**src/rtl/erase_car.sv**
```systemverilog
// Erases a car's previous footprint by replaying background map pixels to the VGA plot port.
// One map read per cycle; plot requests emerge MEM_LAT cycles later alongside the read data.
module erase_car #(
   parameter int MAP_W   = 160,
   parameter int MAP_H   = 120,
   parameter int MEM_LAT = 2
) (
   input  logic        iClock,
   input  logic        iReset,
   input  logic        iStart,
   input  logic [7:0]  iX,
   input  logic [6:0]  iY,
   input  logic [2:0]  iDir,
   input  logic [8:0]  iMapData,
   output logic [14:0] oMapAddr,
   output logic [7:0]  oX,
   output logic [6:0]  oY,
   output logic [8:0]  oColour,
   output logic        oPlot,
   output logic        oBusy,
   output logic        oDone
);

   typedef enum logic [1:0] {IDLE, ISSUE, DRAIN, DONE} state_t;

   state_t      state_q;
   logic [7:0]  x0_q;
   logic [6:0]  y0_q;
   logic [2:0]  dir_q;
   logic [3:0]  col_q;
   logic [3:0]  row_q;
   logic [1:0]  drain_q;

   logic        pv_q [MEM_LAT];
   logic [7:0]  px_q [MEM_LAT];
   logic [6:0]  py_q [MEM_LAT];

   logic [7:0]  hold_x_q;
   logic [6:0]  hold_y_q;
   logic [8:0]  hold_colour_q;

   logic [3:0]  last_col_d;
   logic [3:0]  last_row_d;
   logic [8:0]  pix_x_d;
   logic [7:0]  pix_y_d;
   logic        pix_valid_d;
   logic        issuing_d;
   logic [14:0] addr_calc_d;
   logic        exit_valid_d;

   // Odd directions are diagonal and need the full bounding box.
   always_comb begin
      last_col_d = 4'd13;
      last_row_d = 4'd7;
      if (dir_q[0]) begin
         last_col_d = 4'd14;
         last_row_d = 4'd14;
      end else if (dir_q[1]) begin
         last_col_d = 4'd7;
         last_row_d = 4'd13;
      end
   end

   assign pix_x_d     = {1'b0, x0_q} + 9'(col_q);
   assign pix_y_d     = {1'b0, y0_q} + 8'(row_q);
   assign pix_valid_d = (pix_x_d < 9'(MAP_W)) && (pix_y_d < 8'(MAP_H));
   assign issuing_d   = (state_q == ISSUE);
   assign addr_calc_d = 15'(pix_x_d) + 15'(MAP_W) * 15'(pix_y_d);
   assign oMapAddr    = (issuing_d && pix_valid_d) ? addr_calc_d : 15'd0;

   assign exit_valid_d = pv_q[MEM_LAT-1];

   // Outputs follow the exiting pipeline entry in the cycle its map data arrives.
   always_comb begin
      oPlot   = exit_valid_d;
      oX      = hold_x_q;
      oY      = hold_y_q;
      oColour = hold_colour_q;
      if (exit_valid_d) begin
         oX      = px_q[MEM_LAT-1];
         oY      = py_q[MEM_LAT-1];
         oColour = iMapData;
      end
   end

   assign oBusy = (state_q == ISSUE) || (state_q == DRAIN);
   assign oDone = (state_q == DONE);

   always_ff @(posedge iClock) begin
      if (iReset) begin
         state_q       <= IDLE;
         x0_q          <= '0;
         y0_q          <= '0;
         dir_q         <= '0;
         col_q         <= '0;
         row_q         <= '0;
         drain_q       <= '0;
         hold_x_q      <= '0;
         hold_y_q      <= '0;
         hold_colour_q <= '0;
         for (int i = 0; i < MEM_LAT; i++) begin
            pv_q[i] <= 1'b0;
            px_q[i] <= '0;
            py_q[i] <= '0;
         end
      end else begin
         pv_q[0] <= issuing_d && pix_valid_d;
         px_q[0] <= pix_x_d[7:0];
         py_q[0] <= pix_y_d[6:0];
         for (int i = 1; i < MEM_LAT; i++) begin
            pv_q[i] <= pv_q[i-1];
            px_q[i] <= px_q[i-1];
            py_q[i] <= py_q[i-1];
         end

         if (exit_valid_d) begin
            hold_x_q      <= px_q[MEM_LAT-1];
            hold_y_q      <= py_q[MEM_LAT-1];
            hold_colour_q <= iMapData;
         end

         unique case (state_q)
            IDLE: begin
               if (iStart) begin
                  x0_q    <= iX;
                  y0_q    <= iY;
                  dir_q   <= iDir;
                  col_q   <= '0;
                  row_q   <= '0;
                  state_q <= ISSUE;
               end
            end
            ISSUE: begin
               if (col_q == last_col_d) begin
                  col_q <= '0;
                  if (row_q == last_row_d) begin
                     drain_q <= '0;
                     state_q <= DRAIN;
                  end else begin
                     row_q <= row_q + 4'd1;
                  end
               end else begin
                  col_q <= col_q + 4'd1;
               end
            end
            DRAIN: begin
               if (drain_q == 2'(MEM_LAT - 1)) begin
                  state_q <= DONE;
               end else begin
                  drain_q <= drain_q + 2'd1;
               end
            end
            DONE: begin
               state_q <= IDLE;
            end
            default: begin
               state_q <= IDLE;
            end
         endcase
      end
   end

endmodule

```
**config.mk**
```make
export PLATFORM = sky130hd
export DESIGN_NAME = erase_car
export DESIGN_NICKNAME = d
export VERILOG_FILES = /design/src/rtl/erase_car.sv
export SDC_FILE = /design/constraint.sdc
export NUM_CORES = 1
export LEC_CHECK = 0
export ABC_AREA = 0
export CORE_MARGIN = 1.5
export CORE_UTILIZATION = 55
export DETAILED_ROUTE_END_ITERATION = 6
export PLACE_DENSITY = 0.82
export SETUP_SLACK_MARGIN = 0.02
export SKIP_CTS_REPAIR_TIMING = 1
export SLEW_MARGIN = 20
export SYNTH_ARGS = -nofsm -noshare
export SYNTH_HDL_FRONTEND = slang
export SYNTH_SLANG_ARGS = --single-unit
```
**constraint.sdc**
```tcl
create_clock -name iClock -period 7.7 [get_ports iClock]
set_clock_uncertainty 0.1 [all_clocks]
set_input_delay 1.54 -clock iClock [delete_from_list [all_inputs] [get_ports iClock]]
set_output_delay 1.54 -clock iClock [all_outputs]
set_load 0.05 [all_outputs]
```
**Yosys cells after proc, flatten, opt, wreduce, memory -nomap -nowiden**

Memory sizes are Yosys's and may differ from the RTL's.
Index checks and enable logic that the tools add are counted.

- Register bits after elaboration: 53
- RAM bits: 32
- Word-level logic and storage cells: 83
- Memories kept: 3

Memory list:

| memory | depth | bits a word | rd ports | clocked after Yosys merged registers in | write ports | line | RTL |
|---|---|---|---|---|---|---|---|
| px_q | 2 | 8 | 2 | 0 | 2 | 35 | `logic [7:0] px_q [MEM_LAT];` |
| py_q | 2 | 7 | 2 | 0 | 2 | 36 | `logic [6:0] py_q [MEM_LAT];` |
| pv_q | 2 | 1 | 2 | 0 | 2 | 34 | `logic pv_q [MEM_LAT];` |

- $add $sub $neg: 6
- Multipliers: 1
- Order comparisons: 2
- Equality and inequality tests: 12
- Multiplexer cells: 32
- Bitwise operators: 6
- Reduce and logical (&&, ||, !) cells: 11

Operators with widths:

| cell | count |
|---|---|
| $mux W4 | 8 |
| $mux W8 | 3 |
| $mux W7 | 3 |
| $pmux W4 S2 | 2 |
| $add A9 B15 Y15 | 1 |
| $mux W15 | 1 |
| $mux W2 | 7 |
| $reduce_and A4 Y1 | 3 |
| $mul A3 B8 Y10 const A | 1 |
| $add A8 B4 Y9 | 1 |
| $lt A9 B8 Y1 const B | 1 |
| $mux W9 | 1 |
| $add A4 B1 Y4 const B | 2 |
| $add A7 B4 Y8 | 1 |
| $eq A4 B4 Y1 | 2 |
| $lt A8 B7 Y1 const B | 1 |
| $pmux W2 S4 | 1 |
| $ne A2 B1 Y1 const B | 3 |
| $ne A2 B2 Y1 const B | 3 |
| $or A1 B1 Y1 | 6 |
| $mux W1 | 5 |
| $eq A2 B1 Y1 const B | 2 |
| $eq A2 B2 Y1 const B | 2 |
| $pmux W2 S2 | 1 |
| 6 further kinds | 9 |

**Logic depth before layout (Yosys ltp)**

Gate-level depths: netlist of the first run.

- Depth in word-level cells: 6
- Depth in mapped cells: 16

**Least setup slack after synthesis of the first run**

Ideal clock, no wire load.

- Kind: flip-flop to output port
- From: register col_q[0]
- To: output oMapAddr[14]
- Arrival: 4380 ps
- Path slack: 1680 ps
- Cell stages (with the launch flop): 16
- Path buffers: 0
- Cell sequence: dfxtp_1 > ha_1 > inv_1 > fa_1 > inv_1 > a21oi_1 > o21ai_0 > nand3_1 > xnor2_1 > ha_1 > a21o_1 > a211oi_1 > nor3_1 > and3_1 > a311o_1 > a211oi_1

- Word-level cells in the longest chain between the ends: 5
- Elaborated cells between the ends (all ways): 6
- Classes of those cells: add/sub (2); order compare (1); mux (1); reduce/logical (2)

RTL lines:

| element | line | RTL |
|---|---|---|
| start, declared | 30 | `logic [3:0] col_q;` |
| start signal, assigned | 143 | `col_q <= col_q + 4'd1;` |
| $add A8 B4 Y9 (*) | 64 | `assign pix_x_d = {1'b0, x0_q} + 9'(col_q);` |
| named net pix_x_d[6] | 44 | `logic [8:0] pix_x_d;` |
| parallel branches: the longest is 3 deep, another holds $add A9 B15 Y15 | n/a |  |
| $mux W15 (*) | 69 | `assign oMapAddr = (issuing_d && pix_valid_d) ? addr_calc_d : 15'd0;` |
| end, declared | 15 | `output logic [14:0] oMapAddr,` |

Mark *: on every way through the listed nets, which the timed path passes.

**Worst setup path in the final report of the first run**

Ends and elaborated chain as after synthesis.

==> impl_results.md, run 1 <==
- Power per cell area: 278 nW/µm²
- Rel. slew slack: a little over a quarter
- Port bufs: 70
- R2r worst-path depth: 9
- Top cell type's share of synthesized area: around two fifths
- Congestion Overflow GR: 0
- Worst r2r src: col_q[0]$_SDFFE_PP0P_
- GPL Wtd Cong: roughly 0.87
- Hold Path Class: reg2reg
- DRC: 0
- Final core occ: between 60% and 70%
- Global-route wire length before repair: approximately 15 mm
- # setup viols final: 0
- Max-slew violation count: 0
- Hold depth: 1
- Antenna violations before repair: 0
- Die Span Y: approximately 91 µm
- IO Count: 72
- CTS max path bufs: 2
- Crit-path max cell delay: between 0.8 and 0.9 ns
- CTS Sinks: between 80 and 90
- Reg area: approximately 1700 µm²
- H-Tree Depth: 3
- Hpwl dp: 6.30 mm
- Crit path arrival time: between 5 and 6 ns
- Crit end category: output pin
- # diodes: 0
- Final-layout fill cell count: a little under 600
- Crit Path Category: reg2out
- ANT nets after route: 0
- Area growth, synth to finish: 22.4%
- Area of the multi-input gates: 2410 µm²
- Int Power: 0.000904 W
- Nets@finish: 587
- Slew @ Worst Pin: around 1.1 ns
- Post-Syn Nets: 523
- Pin count of the biggest net entering global routing: 52
- Lkg Pwr: 2.11 nW
- Post-Syn Instances: roughly 460
- DR vias: ~3300
- CP required: slightly above 6 ns
- FF+latch count, synth: 85
- Ys flop type: dfxtp_1
- Vias in the first global route: 3188
- Synthesis Warnings: 0
- Status: finished, final reports clean
- Maxcap violations: 0
- HP Start: px_q[0][4]$_SDFF_PP0_
- Max IR drop VDD: about 0.14 mV
- NetSw: between 0.0005 and 0.0006 W
- TritonCTS clock tree: built
- Number of synthesized flops with an enable pin: 0
- PnR worst setup slack: between 0.9 and 1 ns
- Distinct cells, synth: 61
- Seq pwr share: between 30% and 40%
- Clock Latency Late Sink: 0.35 ns
- Cell area after synthesis: around 4300 µm²
- Clk pwr share: a little under a quarter
- Overall routing resource usage: between 20% and 30%
- Syn avg cell area: between 9 and 10 µm²
- Commonest cells in the netlist: dfxtp_1, nand2_1, a21oi_1, and2_1, ha_1
- Sequential area share after synthesis: approximately two fifths
- Site Rows: 32
- Crit. Startpoint: col_q[0]$_SDFFE_PP0P_
- Synth area leader: dfxtp_1
- CTS buffer count: 9
- Final WL: around 8.7 mm
- Synth area leaders: dfxtp_1, ha_1, mux2_2, and2_1, nand2_1
- CP max FO: 7
- Die W: 91.4 µm
- Initial Util: between 50% and 60%
- Post-DR wirelength/cell: around 14 µm
- Average vias per placed instance: between 5 and 6
- Combinational power share: 39.3%
- Detailed Routing Iterations Pass 1: 4
- Fmax: roughly 150 MHz
- Min cycle time layout: 6.73 ns
- Setup TNS: 0 ns
- Placeable Area: around 7600 µm²
- Final hold viol count: 0
- DP Worst Slack: roughly 1.3 ns
- Synth async-reset ratio: 0%
- Clock slew at reported path FFs: 0.08 ns
- Most common cell in the netlist: dfxtp_1
- Root buf cell: clkbuf_8
- RSZ-0062 raised after global routing: false
- Crit-path cells: ha_1 -> inv_1 -> fa_1 -> inv_1 -> a21oi_1 -> o21ai_0 -> nand3_1 -> xnor2_1 -> ha_1 -> a21o_1 -> a211oi_1 -> nor3_1 -> and3_1 -> a311o_1 -> a211oi_1 -> clkdlybuf4s50_1
- Fraction of layout cells with a size suffix above 1: 11.3%
- Net Sw Frac: a little under two fifths
- Crit path launch type: flip-flop
- Area of the die: approximately 8400 µm²
- Worst-path cell with the longest stage delay: clkdlybuf4s50_1
- Final critical-path share of the clock period: 87.3%
- Initial drt markers: around 110
-- critical path, delay by kind of cell (launching register included) --
kind / cells / cell delay, ns
adder cells (fa/ha/maj): 3 / 0.92
AO/OA/AOI/OAI: 6 / 1.54
AND/OR/NAND/NOR: 3 / 0.50
buffers and inverters: 3 / 0.98
XOR/XNOR: 1 / 0.31
flip-flops: 1 / 0.47
-- area by class of cell --
class                   count  share of cell area (%)
repair buffers             71                    13.4
flip-flops and latches     85                    32.3
inverters                  25                    1.78
clock buffers               9                    2.35
well taps                 102                    2.42
clock inverters             6                    1.83
multi-input cells         334                    45.9
-- per-layer routing --
metal  wire length [µm]  up-vias  share of wire [%]  track usage [%]
met5                  0        -                  0                0
met4                133        0                1.5             7.16
met3                415       15                4.8             6.53
met2               4210       94                 48             36.5
met1               3950     1526                 45             26.9
li1                   -     1692                  -                -
-- state kept, by name (all words and copies together), names as in the netlist --
register and count:
hold_x_q 8, py_q 14, x0_q 8, y0_q 7
col_q 4, px_q 16, drain_q 2, dir_q 2
hold_y_q 7, pv_q 2, hold_colour_q 9, state_q 2
row_q 4
-- power groups by stage --
| stage | Sequential (W) | Clock [W] | Combinational, W |
|---|---|---|---|
| after CTS | 0.000541 | 0.000356 | 0.000574 |
| after floorplan | 0.000534 | 0 | 0.000444 |
| after global routing | 0.000549 | 0.000371 | 0.000626 |
| after global placement | 0.000547 | 0 | 0.000554 |
| final | 0.000541 | 0.000346 | 0.000575 |
| after detailed placement | 0.000551 | 0 | 0.000571 |
-- path summary, 6_finish.rpt --
| kind | to | slack [ns] |
|---|---|---|
| min reg2reg | px_q[0][12]$_SDFF_PP0_ | 0.34 |
| max reg2reg | pv_q[0][0]$_SDFF_PP0_ | 4.96 |
| min | px_q[0][12]$_SDFF_PP0_ | 0.34 |
| max | oMapAddr[14] | 0.97 |
-- stage by stage --
stage / hold WS [ns] / power, W / instances / instance area [µm²]
floorplan: 0.314 / 0.000979 / 462 / 4300
global placement: 0.318 / 0.00110 / 617 / 5050
detailed placement: 0.323 / 0.00112 / 617 / 5050
CTS: 0.342 / 0.00147 / 632 / 5270
global route: 0.357 / 0.00155 / 632 / 5270
finish: 0.340 / 0.00146 / 632 / 5270
-- cells in the final DEF (no fill, tap or decap), drive strengths merged, types with 3 or more instances in the layout --
| master | count |
|---|---|
| clkbuf | 9 |
| a21o | 6 |
| xnor2 | 18 |
| mux2 | 25 |
| o211ai | 4 |
| and2 | 31 |
| ha | 27 |
| nand3 | 3 |
| a211oi | 5 |
| nor3 | 17 |
| inv | 27 |
| mux2i | 3 |
| nor3b | 5 |
| xor2 | 9 |
| nand4 | 5 |
| nor2 | 26 |
| clkdlybuf4s50 | 70 |
| nor2b | 20 |
| dfxtp | 85 |
| o21ai | 12 |
| and3 | 4 |
| fa | 4 |
| nand2b | 3 |
| nand2 | 44 |
| o21a | 5 |
| a21oi | 33 |
-- cells by family (layout without fill, tap and decap cells) --
logic type      count (synthesis)  in the layout  synth area share (%)
fa+ha+maj                      31             31                  9.71
mux                            28             28                  7.24
compound gates                 78             78                  11.8
buf+inv                        43            111                  4.30
flops                          85             85                  39.6
other cells                     1              1                0.0872
simple gates                  169            169                  21.8
xor+xnor                       27             27                  5.50
No activity file was read; power rests on OpenSTA's default activity.
==> inputs of run 2 (changes only) <==
--- a/config.mk
+++ b/config.mk
@@ -7,9 +7,8 @@
 export LEC_CHECK = 0
 export ABC_AREA = 0
 export CORE_MARGIN = 1.5
-export CORE_UTILIZATION = 55
+export CORE_UTILIZATION = 40
 export DETAILED_ROUTE_END_ITERATION = 6
-export PLACE_DENSITY = 0.82
 export SETUP_SLACK_MARGIN = 0.02
 export SKIP_CTS_REPAIR_TIMING = 1
 export SLEW_MARGIN = 20
==> run 2 against run 1 <==
Compared with the run above:
- worst hold slack hardly changed
- combinational power hardly changed
- register-to-register slack is essentially flat
- sequential power about the same
- non-clock buffer count rose by 1
- count of clock-buffer cells in the layout up 1
- via count decreased by 0.66%
- largest power group unchanged
- routed wire length up 0.95%
- highest routed layer unchanged
- global-route usage down 5.5 points
- core utilization fell by 18 points
- critical path depth is the same
- sequential share of layout area down 0.15 points
==> impl_results.md, run 2 (synthesized netlist as in run 1, its figures left out) <==
- Port bufs: 70
- Net Sw Frac: roughly two fifths
- WP buf/inv: 3
- Placeable Area: 10400 µm²
- WHS Endpoint: pv_q[0][1]$_SDFF_PP0_
- Final WL: 8.79 mm
- Slew @ Worst Pin: around 0.94 ns
- GPL Wtd Cong: 0.822
- Crit path arrival time: around 5.0 ns
- Most frequent cells in the layout: dfxtp_1, clkdlybuf4s50_1, nand2_1, a21oi_1, and2_1
- Lkg Pwr: 2.11 nW
- DP Area: 5100 µm²
- NetSw: ~0.00056 W
- Nets@finish: between 500 and 600
- Average vias per placed instance: 4.95
- CTS buffer count: 9
- CTS max path bufs: 2
- DRC: 0
- Vias in the first global route: 3306
- PnR worst setup slack: ~1.0 ns
- CP required: between 6 and 7 ns
- Root buf cell: clkbuf_8
- CTS Sinks: between 80 and 90
- Area of the die: 11400 µm²
- H-Tree Depth: 3
- Overall routing resource usage: ~16%
- Clock Latency Late Sink: between 0.3 and 0.4 ns
- Crit end category: output pin
- Crit Path Category: reg2out
- Rel. slew slack: a little under two fifths
- Fin area: approximately 5300 µm²
- Setup TNS: 0 ns
- Combinational power share: between 40% and 50%
- Hold depth: 1
- RSZ-0062 raised after global routing: false
- Final-layout fill cell count: 1000
- Die Span Y: approximately 110 µm
- Top Family by Delay on Critical Path: compound AO/OA/AOI/OAI gates
- Die W: between 100 and 150 µm
- Maxcap violations: 0
- Largest register FFs: 16
- Seq pwr share: between 30 and 40%
- Final critical-path share of the clock period: approximately 87%
- Antenna violations before repair: 0
- Largest Register: px_q
- R2r worst-path depth: 9
- Worst-path cell with the longest stage delay: clkdlybuf4s50_1
- Worst r2r src: col_q[0]$_SDFFE_PP0P_
- Int Power: 0.000872 W
- Final hold viol count: 0
- Hpwl dp: ~6.5 mm
- Fraction of layout cells with a size suffix above 1: roughly an eighth
- DR vias: roughly 3300
- Initial drt markers: around 120
- IO Count: 72
- Global-route wire length before repair: 15.0 mm
- Biggest regs: px_q x16, py_q x14, hold_colour_q x9
- Max-slew violation count: 0
- Final core occ: between 50% and 60%
- Crit path launch type: flip-flop
- Max IR drop VDD: about 0.11 mV
- # setup viols final: 0
- Crit-path max cell delay: 0.85 ns
- Congestion Overflow GR: 0
- Flop-to-flop setup slack: between 4 and 5 ns
- Fmax: roughly 150 MHz
- Status: finished, final reports clean
- Area growth, synth to finish: 23.1%
- Crit-path cells: ha_1 -> inv_1 -> fa_1 -> inv_1 -> a21oi_1 -> o21ai_0 -> nand3_1 -> xnor2_1 -> ha_1 -> a21o_1 -> a211oi_1 -> nor3_1 -> and3_1 -> a311o_1 -> a211oi_1 -> clkdlybuf4s50_1
- Clk pwr share: between 20% and 30%
- CP max FO: 7
- Min cycle time layout: approximately 6.7 ns
- Post-DR wirelength/cell: 13.2 µm
- Detailed Routing Iterations Pass 1: 4
- Reg-to-reg critical path endpoint: pv_q[0][0]$_SDFF_PP0_
- DP Worst Slack: 1.33 ns
- Most common cell after layout, fill and taps aside: dfxtp_1
- Clock slew at reported path FFs: 0.09 ns
- # diodes: 0
- TritonCTS clock tree: built
- Power per cell area: 270 nW/µm²
- Pin count of the biggest net entering global routing: 52
- Site Rows: 37
- Hold Path Class: reg2reg
- ANT nets after route: 0
- Initial Util: roughly two fifths
- HP Start: pv_q[0][0]$_SDFF_PP0_
==> run 2: final cells by class <==
type / instances / area [µm²] / area share (%)
multi-input cells: 334 / 2410 / 45.6
well taps: 136 / 170 / 3.21
repair buffers: 72 / 716 / 13.5
flip-flops and latches: 85 / 1700 / 32.2
clock inverters: 6 / 70.1 / 1.32
clock buffers: 10 / 128 / 2.41
inverters: 25 / 93.8 / 1.77
==> run 2: worst max-delay path by stage <==
stage / start / to / slack, ns / cells past startpoint
after floorplan: col_q[0]$_SDFFE_PP0P_ / oMapAddr[14] / 1.68 / 15
after global placement: col_q[0]$_SDFFE_PP0P_ / oMapAddr[14] / 1.51 / 16
after detailed placement: col_q[0]$_SDFFE_PP0P_ / oMapAddr[14] / 1.33 / 16
after CTS: col_q[0]$_SDFFE_PP0P_ / oMapAddr[14] / 0.95 / 16
after global routing: col_q[0]$_SDFFE_PP0P_ / oMapAddr[14] / 0.66 / 16
final: col_q[0]$_SDFFE_PP0P_ / oMapAddr[14] / 1.04 / 16
==> run 2: worst register-to-register path, stage by stage (launching register included) <==
cell,delay [ns]
dfxtp_1,0.46
ha_1,0.22
inv_1,0.05
fa_1,0.41
inv_1,0.07
a21oi_1,0.05
o21ai_0,0.45
xor2_1,0.20
o211a_2,0.50
nor3_2,0.06
==> run 2: per-layer routing <==
metal	vias up	global-route usage, %	part of all wire [%]
met1	1536	21.2	48
met5	-	0	0
met3	10	2.92	4.3
met4	0	5.43	1.1
li1	1695	-	-
met2	64	27.7	47
==> run 2: through the flow <==
step / total power (W) / std cells / hold slack [ns]
after floorplan: 0.000979 / 462 / 0.314
after global placement: 0.00111 / 652 / 0.323
after detailed placement: 0.00113 / 652 / 0.323
after CTS: 0.00145 / 668 / 0.344
after global routing: 0.00153 / 668 / 0.358
final: 0.00143 / 668 / 0.340
==> run 2: power by group through the flow <==
stage | Sequential [W] | Combinational [W] | Clock (W)
finish | 0.000540 | 0.000573 | 0.000317
global route | 0.000550 | 0.000630 | 0.000346
CTS | 0.000541 | 0.000579 | 0.000329
detailed placement | 0.000551 | 0.000576 | 0
global placement | 0.000548 | 0.000566 | 0
floorplan | 0.000534 | 0.000444 | 0
==> inputs of run 3 (changes only) <==
--- a/config.mk
+++ b/config.mk
@@ -6,9 +6,11 @@
 export NUM_CORES = 1
 export LEC_CHECK = 0
 export ABC_AREA = 0
+export CAP_MARGIN = 15
 export CORE_MARGIN = 1.5
 export CORE_UTILIZATION = 40
 export DETAILED_ROUTE_END_ITERATION = 6
+export DONT_BUFFER_PORTS = 1
 export SETUP_SLACK_MARGIN = 0.02
 export SKIP_CTS_REPAIR_TIMING = 1
 export SLEW_MARGIN = 20
==> run 3 against run 2 <==
Compared with the run above:
- global-route usage fell by 0.78 points
- clock power barely moved
- combinational power fell by 9.9%
==> impl_results.md, run 3 (synthesized netlist as in run 1, its figures left out) <==
- Status: finished, final reports clean
- TritonCTS clock tree: built
- Fmax: roughly 160 MHz
- Combinational power share: a little under two fifths
- Reg area: about 1700 µm²
- CTS Sinks: 85
- Area of the die: around 11000 µm²
- Net Sw Frac: between 40% and 50%
- Clock Latency Late Sink: 0.35 ns
- Max IR drop VDD: 0.138 mV
- IO Count: 72
- # setup viols final: 0
- GPL Wtd Cong: approximately 0.84
- RSZ-0062 raised after global routing: false
- Overall routing resource usage: 15.6%
- Highest metal used: met4
- Crit path arrival time: between 4 and 5 ns
- DR vias: 3058
- Largest register FFs: 16
- Int Power: ~0.00082 W
- Largest Register: px_q
- Final critical-path share of the clock period: roughly four fifths
- Site Rows: 37
- Die W: roughly 110 µm
- Nets@finish: just over 500
- DP Area: 4420 µm²
- Global-route wire length before repair: roughly 14 mm
- CTS max path bufs: 2
- CP max FO: 7
- Final-layout fill cell count: approximately 1000
- Initial Util: around two fifths
- Area of the multi-input gates: around 2400 µm²
- Slew @ Worst Pin: approximately 1.1 ns
- Min cycle time layout: 6.29 ns
- R2r worst-path depth: 9
- Crit-path max cell delay: around 0.73 ns
- Hold depth: 1
- Vias in the first global route: about 3000
- Antenna violations before repair: 0
- Hold Path Class: reg2reg
- DP Worst Slack: approximately 1.7 ns
- Most frequent cells in the layout: dfxtp_1, nand2_1, a21oi_1, and2_1, ha_1
- CTS buffer count: 9
- PnR worst setup slack: 1.41 ns
- Lkg Pwr: between 1.5 and 2 nW
- Die Span Y: ~110 µm
- Met3 routed WL: around 710 µm
- Average vias per placed instance: 5.12
- Clock slew at reported path FFs: 0.09 ns
- Placeable Area: between 10000 and 15000 µm²
- Post-DR wirelength/cell: 14.1 µm
- Crit Path Category: reg2out
- Congestion Overflow GR: 0
- CP required: 6.06 ns
- Final WL: around 8.4 mm
- Root buf cell: clkbuf_8
- Crit end category: output pin
- Maxcap violations: 0
- H-Tree Depth: 3
- Most common cell after layout, fill and taps aside: dfxtp_1
- NetSw: roughly 0.00055 W
- Detailed Routing Iterations Pass 1: 6
- Area growth, synth to finish: 7.48%
- Fraction of layout cells with a size suffix above 1: between 10% and 20%
- Rel. slew slack: between 20% and 30%
- Seq pwr share: between 30% and 40%
- Hpwl dp: around 6.2 mm
- Clk pwr share: approximately 23%
- Initial drt markers: 146
- Setup TNS: 0 ns
- Crit-path cells: ha_1 -> inv_1 -> fa_1 -> inv_1 -> a21oi_1 -> o21ai_0 -> nand3_1 -> xnor2_1 -> ha_1 -> a21o_1 -> a211oi_1 -> nor3_1 -> and3_1 -> a311o_1 -> a211oi_2
- Max-slew violation count: 0
- DRC: 0
- Crit path launch type: flip-flop
- Final hold viol count: 0
- WL met2: 3.80 mm
- Port bufs: 0
- Fin area: about 4600 µm²
- Power per cell area: roughly 300 nW/µm²
- Met1 WL: ~3.8 mm
- # diodes: 0
- Worst-path cell with the longest stage delay: a211oi_2
- Pin count of the biggest net entering global routing: 52
- Biggest regs: px_q x16, py_q x14, hold_colour_q x9
- ANT nets after route: 0
## run 3: changes by cell type in the layout (fill, tap and decap cells not counted), moves of 2 or more
cell	previous run	this run
inv_6	2	0
inv_8	0	2
clkdlybuf4s50_1	70	0
nor3_1	10	5
clkinvlp_4	0	2
nor3_2	7	12
## run 3: cell type report
type / instances / area share [%]
Multi-Input combinational cell: 334 / 52.9
Sequential cell: 85 / 36.8
Tap cell: 136 / 3.68
Clock buffer: 9 / 2.68
Inverter: 25 / 2.03
Clock inverter: 7 / 1.76
Timing Repair Buffer: 1 / 0.162
## run 3: through the flow
stage	std cells	util, %	hold WS, ns	total power [W]
5_1_grt	597	44.6	0.331	0.00148
2_1_floorplan	462	-	0.314	0.000979
3_5_place_dp	581	42.6	0.328	0.00107
6_report	597	44.6	0.337	0.00137
3_3_place_gp	581	42.6	0.327	0.00105
4_1_cts	597	44.6	0.334	0.00139
## run 3: per-layer routing
metal	global-route usage (%)	up-vias
li1	-	1560
met1	19.3	1409
met5	0	-
met3	6.57	9
met4	4.48	0
met2	24.9	80
## run 3: power by group through the flow
stage / Clock, W / Sequential (W) / Combinational (W)
2_1_floorplan: 0 / 0.000534 / 0.000444
3_3_place_gp: 0 / 0.000543 / 0.000508
3_5_place_dp: 0 / 0.000547 / 0.000519
4_1_cts: 0.000332 / 0.000537 / 0.000522
5_1_grt: 0.000359 / 0.000547 / 0.000571
6_report: 0.000319 / 0.000537 / 0.000516
## run 3: worst paths after layout
path                              start                     to  slack (ns)
hold reg to reg   py_q[0][2]$_SDFF_PP0_  py_q[0][9]$_SDFF_PP0_        0.34
setup / recovery  col_q[0]$_SDFFE_PP0P_           oMapAddr[14]        1.41
setup reg to reg  row_q[0]$_SDFFE_PP0P_  pv_q[0][0]$_SDFF_PP0_        4.95
hold / removal    py_q[0][2]$_SDFF_PP0_  py_q[0][9]$_SDFF_PP0_        0.34
## run 3: worst max-delay path, delay by kind of cell, from the launching register on
family	cells	cell delay [ns]
XOR/XNOR	1	0.32
AND/OR/NAND/NOR	3	0.48
adder cells (fa/ha/maj)	3	0.91
buffers and inverters	2	0.12
AO/OA/AOI/OAI	6	1.99
flip-flops	1	0.46
